<file path="src/rtl/icache_assoc_pkg.sv">
// Shared types and width helpers for the set-associative instruction cache.
package icache_assoc_pkg;

  typedef enum logic [0:0] {
    IDLE = 1'b0,
    FILL = 1'b1
  } state_t;

  localparam int unsigned WORD_W = 32;

  // Address field width for a power-of-two count; zero when the field vanishes.
  function automatic int unsigned fld_w(input int unsigned n);
    return (n > 1) ? $clog2(n) : 0;
  endfunction

  // Register width able to hold 0..n-1, never narrower than one bit.
  function automatic int unsigned reg_w(input int unsigned n);
    return (n > 1) ? $clog2(n) : 1;
  endfunction

endpackage

</file>
<file path="src/rtl/icache_lru.sv">
// Per-set age-based true-LRU tracker: age 0 is MRU, the oldest way is the victim.
module icache_lru import icache_assoc_pkg::*; #(
  parameter int unsigned WAYS = 2,
  parameter int unsigned SETS = 8
) (
  input  logic                   i_clk,
  input  logic                   i_rst_n,
  input  logic [fld_w(SETS)-1:0] i_idx,
  input  logic [reg_w(WAYS)-1:0] i_way,
  input  logic                   i_touch,
  output logic [reg_w(WAYS)-1:0] o_victim
);

  localparam int unsigned AGE_W = reg_w(WAYS);
  localparam logic [AGE_W-1:0] AGE_MAX = AGE_W'(WAYS - 1);

  logic [AGE_W-1:0] r_age [SETS][WAYS];
  logic [AGE_W-1:0] w_max;

  // Oldest way at the addressed set; ties resolve to the lowest way.
  always_comb begin
    o_victim = '0;
    w_max    = '0;
    for (int w = 0; w < WAYS; w++) begin
      if (r_age[i_idx][w] > w_max) begin
        w_max    = r_age[i_idx][w];
        o_victim = AGE_W'(w);
      end
    end
  end

  // Touched way becomes MRU; ways no older than it age by one (saturating).
  always_ff @(posedge i_clk or negedge i_rst_n) begin
    if (!i_rst_n) begin
      for (int s = 0; s < SETS; s++) begin
        for (int w = 0; w < WAYS; w++) begin
          r_age[s][w] <= '0;
        end
      end
    end else if (i_touch) begin
      for (int w = 0; w < WAYS; w++) begin
        if (AGE_W'(w) == i_way) begin
          r_age[i_idx][w] <= '0;
        end else if ((r_age[i_idx][w] <= r_age[i_idx][i_way]) && (r_age[i_idx][w] != AGE_MAX)) begin
          r_age[i_idx][w] <= r_age[i_idx][w] + AGE_W'(1);
        end
      end
    end
  end

endmodule

</file>
<file path="src/rtl/icache_assoc.sv">
// Set-associative instruction cache: combinational hits, word-by-word block fill on a miss.
module icache_assoc import icache_assoc_pkg::*; #(
  parameter int unsigned WAYS  = 2,
  parameter int unsigned SETS  = 8,
  parameter int unsigned WORDS = 2,
  parameter int unsigned CNT_W = 32
) (
  input  logic              CLK,
  input  logic              nRST,
  input  logic              imemREN,
  input  logic [31:0]       imemaddr,
  input  logic              dmem_busy,
  input  logic              iflush,
  output logic              ihit,
  output logic [31:0]       imemload,
  output logic              iREN,
  output logic [31:0]       iaddr,
  input  logic              iwait,
  input  logic [31:0]       iload,
  output logic [CNT_W-1:0]  hit_count,
  output logic [CNT_W-1:0]  miss_count
);

  localparam int unsigned OFF_W = fld_w(WORDS);
  localparam int unsigned IDX_W = fld_w(SETS);
  localparam int unsigned TAG_W = 30 - OFF_W - IDX_W;
  localparam int unsigned OFF_S = reg_w(WORDS);
  localparam int unsigned WAY_S = reg_w(WAYS);

  typedef struct packed {
    logic                         valid;
    logic [TAG_W-1:0]             tag;
    logic [WORDS-1:0][WORD_W-1:0] data;
  } line_t;

  line_t            r_lines [WAYS][SETS];
  state_t           r_state;
  state_t           w_state_nxt;
  logic [TAG_W-1:0] r_tag;
  logic [IDX_W-1:0] r_idx;
  logic [OFF_S-1:0] r_wcnt;
  logic [WAY_S-1:0] r_victim;
  logic [CNT_W-1:0] r_hits;
  logic [CNT_W-1:0] r_misses;

  logic [31:0]      w_waddr;
  logic [TAG_W-1:0] w_tag;
  logic [IDX_W-1:0] w_idx;
  logic [OFF_S-1:0] w_off;
  logic             w_hit_any;
  logic [WAY_S-1:0] w_hit_way;
  logic [31:0]      w_hit_word;
  logic             w_inv_any;
  logic [WAY_S-1:0] w_inv_way;
  logic [WAY_S-1:0] w_lru_victim;
  logic [WAY_S-1:0] w_new_victim;
  logic             w_idle;
  logic             w_start;
  logic             w_accept;
  logic             w_last;
  logic             w_touch;

  assign w_waddr = imemaddr >> 2;
  assign w_off   = OFF_S'(w_waddr & 32'(WORDS - 1));
  assign w_idx   = IDX_W'((w_waddr >> OFF_W) & 32'(SETS - 1));
  assign w_tag   = TAG_W'(w_waddr >> (OFF_W + IDX_W));

  // Tag compare across the ways of the addressed set.
  always_comb begin
    w_hit_any  = 1'b0;
    w_hit_way  = '0;
    w_hit_word = 32'h0000_0000;
    for (int w = 0; w < WAYS; w++) begin
      if (!w_hit_any && r_lines[w][w_idx].valid && (r_lines[w][w_idx].tag == w_tag)) begin
        w_hit_any  = 1'b1;
        w_hit_way  = WAY_S'(w);
        w_hit_word = r_lines[w][w_idx].data[w_off];
      end
    end
  end

  // Lowest-numbered invalid way, preferred over the LRU victim.
  always_comb begin
    w_inv_any = 1'b0;
    w_inv_way = '0;
    for (int w = WAYS - 1; w >= 0; w--) begin
      if (!r_lines[w][w_idx].valid) begin
        w_inv_any = 1'b1;
        w_inv_way = WAY_S'(w);
      end
    end
  end

  assign w_idle       = (r_state == IDLE);
  assign w_start      = w_idle && imemREN && !w_hit_any && !dmem_busy && !iflush;
  assign w_accept     = (r_state == FILL) && !iwait;
  assign w_last       = w_accept && (r_wcnt == OFF_S'(WORDS - 1));
  assign w_new_victim = w_inv_any ? w_inv_way : w_lru_victim;
  assign w_touch      = ihit || (w_last && !iflush);

  assign ihit       = w_idle && imemREN && w_hit_any && !iflush;
  assign imemload   = ihit ? w_hit_word : 32'h0000_0000;
  assign iREN       = (r_state == FILL);
  assign iaddr      = iREN ? (((((32'(r_tag) << IDX_W) | 32'(r_idx)) << OFF_W) | 32'(r_wcnt)) << 2)
                           : 32'h0000_0000;
  assign hit_count  = r_hits;
  assign miss_count = r_misses;

  icache_lru #(
    .WAYS (WAYS),
    .SETS (SETS)
  ) u_lru (
    .i_clk    (CLK),
    .i_rst_n  (nRST),
    .i_idx    (w_idle ? w_idx : r_idx),
    .i_way    (ihit ? w_hit_way : r_victim),
    .i_touch  (w_touch),
    .o_victim (w_lru_victim)
  );

  // Next state: a flush always wins and abandons an unfinished fill.
  always_comb begin
    w_state_nxt = r_state;
    case (r_state)
      IDLE: begin
        if (w_start) w_state_nxt = FILL;
        else         w_state_nxt = IDLE;
      end
      FILL: begin
        if (iflush || w_last) w_state_nxt = IDLE;
        else                  w_state_nxt = FILL;
      end
      default: w_state_nxt = IDLE;
    endcase
  end

  // State, miss capture, line writes and performance counters.
  always_ff @(posedge CLK or negedge nRST) begin
    if (!nRST) begin
      r_state  <= IDLE;
      r_tag    <= '0;
      r_idx    <= '0;
      r_wcnt   <= '0;
      r_victim <= '0;
      r_hits   <= '0;
      r_misses <= '0;
      for (int w = 0; w < WAYS; w++) begin
        for (int s = 0; s < SETS; s++) begin
          r_lines[w][s] <= '0;
        end
      end
    end else begin
      r_state <= w_state_nxt;
      if (ihit) begin
        r_hits <= r_hits + CNT_W'(1);
      end
      if (w_start) begin
        r_tag    <= w_tag;
        r_idx    <= w_idx;
        r_wcnt   <= '0;
        r_victim <= w_new_victim;
        r_misses <= r_misses + CNT_W'(1);
        r_lines[w_new_victim][w_idx].valid <= 1'b0;
      end
      if (w_accept) begin
        r_lines[r_victim][r_idx].data[r_wcnt] <= iload;
        r_wcnt <= r_wcnt + OFF_S'(1);
      end
      if (w_last) begin
        r_lines[r_victim][r_idx].valid <= 1'b1;
        r_lines[r_victim][r_idx].tag   <= r_tag;
      end
      // Placed last so a flush overrides a same-cycle line validation.
      if (iflush) begin
        for (int w = 0; w < WAYS; w++) begin
          for (int s = 0; s < SETS; s++) begin
            r_lines[w][s].valid <= 1'b0;
          end
        end
      end
    end
  end

endmodule

</file>
<file path="config.mk">
export PLATFORM = sky130hd
export DESIGN_NAME = icache_assoc
export DESIGN_NICKNAME = d
export VERILOG_FILES = /design/src/rtl/icache_assoc_pkg.sv /design/src/rtl/icache_lru.sv /design/src/rtl/icache_assoc.sv
export SDC_FILE = /design/constraint.sdc
export NUM_CORES = 2
export LEC_CHECK = 0
export BUFFER_PORTS_ARGS = -buffer_cell sky130_fd_sc_hd__buf_2
export CAP_MARGIN = 40
export CORE_MARGIN = 2
export CORE_UTILIZATION = 49
export CTS_BUF_LIST = sky130_fd_sc_hd__clkbuf_16
export CTS_CLUSTER_SIZE = 8
export DETAILED_ROUTE_END_ITERATION = 8
export GPL_TIMING_DRIVEN = 1
export PLACE_DENSITY = 0.71
export SYNTH_ARGS = -nofsm -noshare
export SYNTH_HDL_FRONTEND = slang
export SYNTH_SLANG_ARGS = --single-unit
</file>
<file path="constraint.sdc">
create_clock -name CLK -period 8.55 [get_ports CLK]
set_input_delay 1.2825 -clock CLK [delete_from_list [all_inputs] [get_ports CLK]]
set_output_delay 1.2825 -clock CLK [all_outputs]
set_load 0.1 [all_outputs]
</file>
==> results_dict.tcl <==
set metrics [dict create \
    ir_worst_vdd_uv 194 \
    drive_gt1_share_pct 42.5 \
    vias 48100 \
    clock.fmax_mhz 130 \
    maxSlewHeadroom_pct 26.8 \
    cts_buffer_depth 3 \
    core_area_um2 146000 \
    synth.avg_cell_area_um2 13.2 \
    synthArstFlopShare_pct 100 \
    die_w_um 387 \
    die_area_um2 150000 \
    drc 0 \
    wl_um 215000 \
    end_kind "primary output" \
    globalplace.congestion 0.860 \
    io_buffers 195 \
    tightest_slew_ns 1.10 \
    syn-instance-count 5447 \
    grt_pass1_wl_um 323000 \
    final_util_pct 56.0 \
    fill_cells 11700 \
    worstPathArrival_ns 6.39 \
    crit_chain "buf_8, buf_4, nor2b_4, a221oi_1, o22ai_1, xnor2_1, nand3_1, nor4_2, buf_4, nand3_2, buf_4, o21ai_0, buf_12" \
    ys_types 76 \
    final_max_slew_viol_count 0 \
    status "complete, no violations" \
    synth_flop_cell "dfrtp_1" \
    drtPass1Iterations 5 \
    start_util_pct 49.3 \
    htreeDepth 4 \
    clk-insertion-delay-late_ns 0.86 \
    num_rows 140 \
    crit_slowest_cell "nor2b_4" \
    hold_path_class "primary input to async pin" \
    post_drt_wl_per_cell_um 28.8 \
    layout.nets 5593 \
    hold_viol 0 \
    drt-initial-drc-count 4251 \
    grt.overflow.total 0 \
    cellLeakagePower_uw 0.0398 \
    cts_sinks 1568 \
    grt_pass1_vias 49400 \
    synth_seq_cells 1568 \
    ctsResizeCount 0 \
    cts.hold.buffers_added 0 \
    slowest_delay_ns 0.61 \
    cp.required_ns 7.27 \
    via_per_inst 6.45 \
    path_clk_slew_ns 0.05 \
    area_growth_pct 13.4 \
    die_y_um 387 \
    grt_use_total_pct 28.6 \
    finalSetupViolCount 0 \
    cts_buffers 214 \
    crit_type "primary input to primary output" \
    hpwl_um 123000 \
    cts-root-buf "clkbuf_16" \
    postRouteAntennaNets 0 \
    synth_edf_count 0 \
    grt_max_degree 177 \
    drv_cap 0 \
    yosysSeqAreaShare_pct 54.6 \
    final.setup_skew_ns 0.0754 \
    start_kind "primary input" \
    cpMostUsedCell "buf_4" \
    post-route-period-util_pct 89.7 \
    rsz0062_at_grt "false" \
    cts_tree "yes" \
    pin_count 200 \
    crit_path_max_fanout 60 \
    yosys_warnings 0 \
    finalSetupTns_ns 0 \
    syn_area_um2 71800 \
    antenna_found_initial 15 \
    post-cts-setup-buffers 0 \
    powerDensity_nw_per_um2 239 \
    period_minus_slack_ns 7.67 \
]
==> critical path, delay by kind of cell <==
kind	cells	cell delay (ns)
simple gates	4	1.70
compound gates	3	0.99
xor+xnor	1	0.27
buf+inv	5	2.01
==> logic make-up after synthesis <==
family                   share of synthesized area, %
AO/OA/AOI/OAI                                    6.85
XOR/XNOR                                        0.915
adder cells (fa/ha/maj)                        0.0348
buffers and inverters                            2.89
flip-flops                                       54.6
multiplexers                                     29.8
other                                         0.00522
AND/OR/NAND/NOR                                  4.83
==> Yosys cell counts (28+ instances only) <==
cell type	instances	area share [%]
a211oi_1	35	0.37
a21oi_1	143	1.0
and2_1	43	0.37
and3_1	28	0.24
buf_1	92	0.48
buf_2	53	0.37
clkbuf_1	316	1.7
dfrtp_1	1568	55
mux2_2	1630	26
mux2i_1	138	1.9
mux4_2	73	2.3
nand2_1	115	0.60
nand3_1	47	0.33
nand4_1	44	0.38
nor2_1	212	1.1
nor3_1	63	0.44
nor4_1	52	0.45
o21ai_0	152	1.1
o221ai_1	47	0.57
o22ai_1	229	2.0
xnor2_1	39	0.48
xor2_1	36	0.44
==> flip-flops by register name (all words and copies together), names as in the netlist <==
name         flops
r_lines       1456
hit_count       32
miss_count      32
r_tag           26
u_lru.r_age     16
r_idx            3
iREN             1
r_victim         1
r_wcnt           1
==> layer usage <==
layer  GRT usage, %  wire, um  vias up
met5              0        34        -
met4           11.8      8770        6
met3           5.58     15300      496
met2           45.5    102000     1888
met1           38.4     89000    25600
li1               -         -    20100
==> final cells by class <==
cell class | instances | area (um^2) | area share (%)
Sequential cell | 1568 | 39200 | 48.2
Tap cell | 1917 | 2400 | 2.94
Multi-Input combinational cell | 3381 | 30800 | 37.8
Clock buffer | 214 | 5360 | 6.58
Timing Repair Buffer | 344 | 3210 | 3.94
Inverter | 12 | 47.5 | 0.0584
Antenna cell | 6 | 15.0 | 0.0184
Clock inverter | 20 | 423 | 0.519
==> per-stage QoR <==
step | instance area [um^2] | power, uW | instances | hold slack (ns) | setup WS, ns
CTS | 81400 | 19600 | 7456 | 0.436 | 1.03
detailed placement | 75700 | 12000 | 7222 | 0.457 | 1.06
floorplan | 71800 | 11100 | 5448 | 0.459 | 1.48
global placement | 75000 | 11800 | 7193 | 0.456 | 1.04
global route | 81400 | 20300 | 7460 | 0.502 | 0.767
finish | 81400 | 19500 | 7462 | 0.442 | 0.877
==> layout by cell type (no fill, tap or decap), drive strengths merged, types with 43 or more instances in the layout <==
cell,synthesis,routed
a21oi,144,144
and2,43,43
buf,171,343
clkbuf,316,215
dfrtp,1568,1568
mux2,1634,1634
mux2i,138,138
mux4,73,73
nand2,115,115
nand3,47,47
nand4,45,45
nor2,212,212
nor3,64,64
nor4,56,56
o21ai,155,155
o221ai,47,47
o22ai,229,229
==> power breakdown <==
group	switching [uW]	internal [uW]	total (uW)
registers	685	8530	9220
logic	1370	1340	2710
clock network	3140	4430	7570
total	5200	14300	19500
==> path summary, 6_finish.rpt <==
| kind | start | end | slack [ns] | depth (start not counted) |
|---|---|---|---|---|
| setup / recovery | imemaddr[3] | imemload[25] | 0.88 | 13 |
| hold / removal | nRST | r_lines[812] | 0.44 | 1 |
| setup reg to reg | iREN | r_lines[145] | 4.13 | 8 |
| hold reg to reg | hit_count[31] | hit_count[31] | 0.47 | 1 |
| max in group asynchronous | nRST | r_lines[13] | 5.92 | 3 |
| min in group CLK | hit_count[31] | hit_count[31] | 0.47 | 1 |
(Power assumes the default switching activity.)
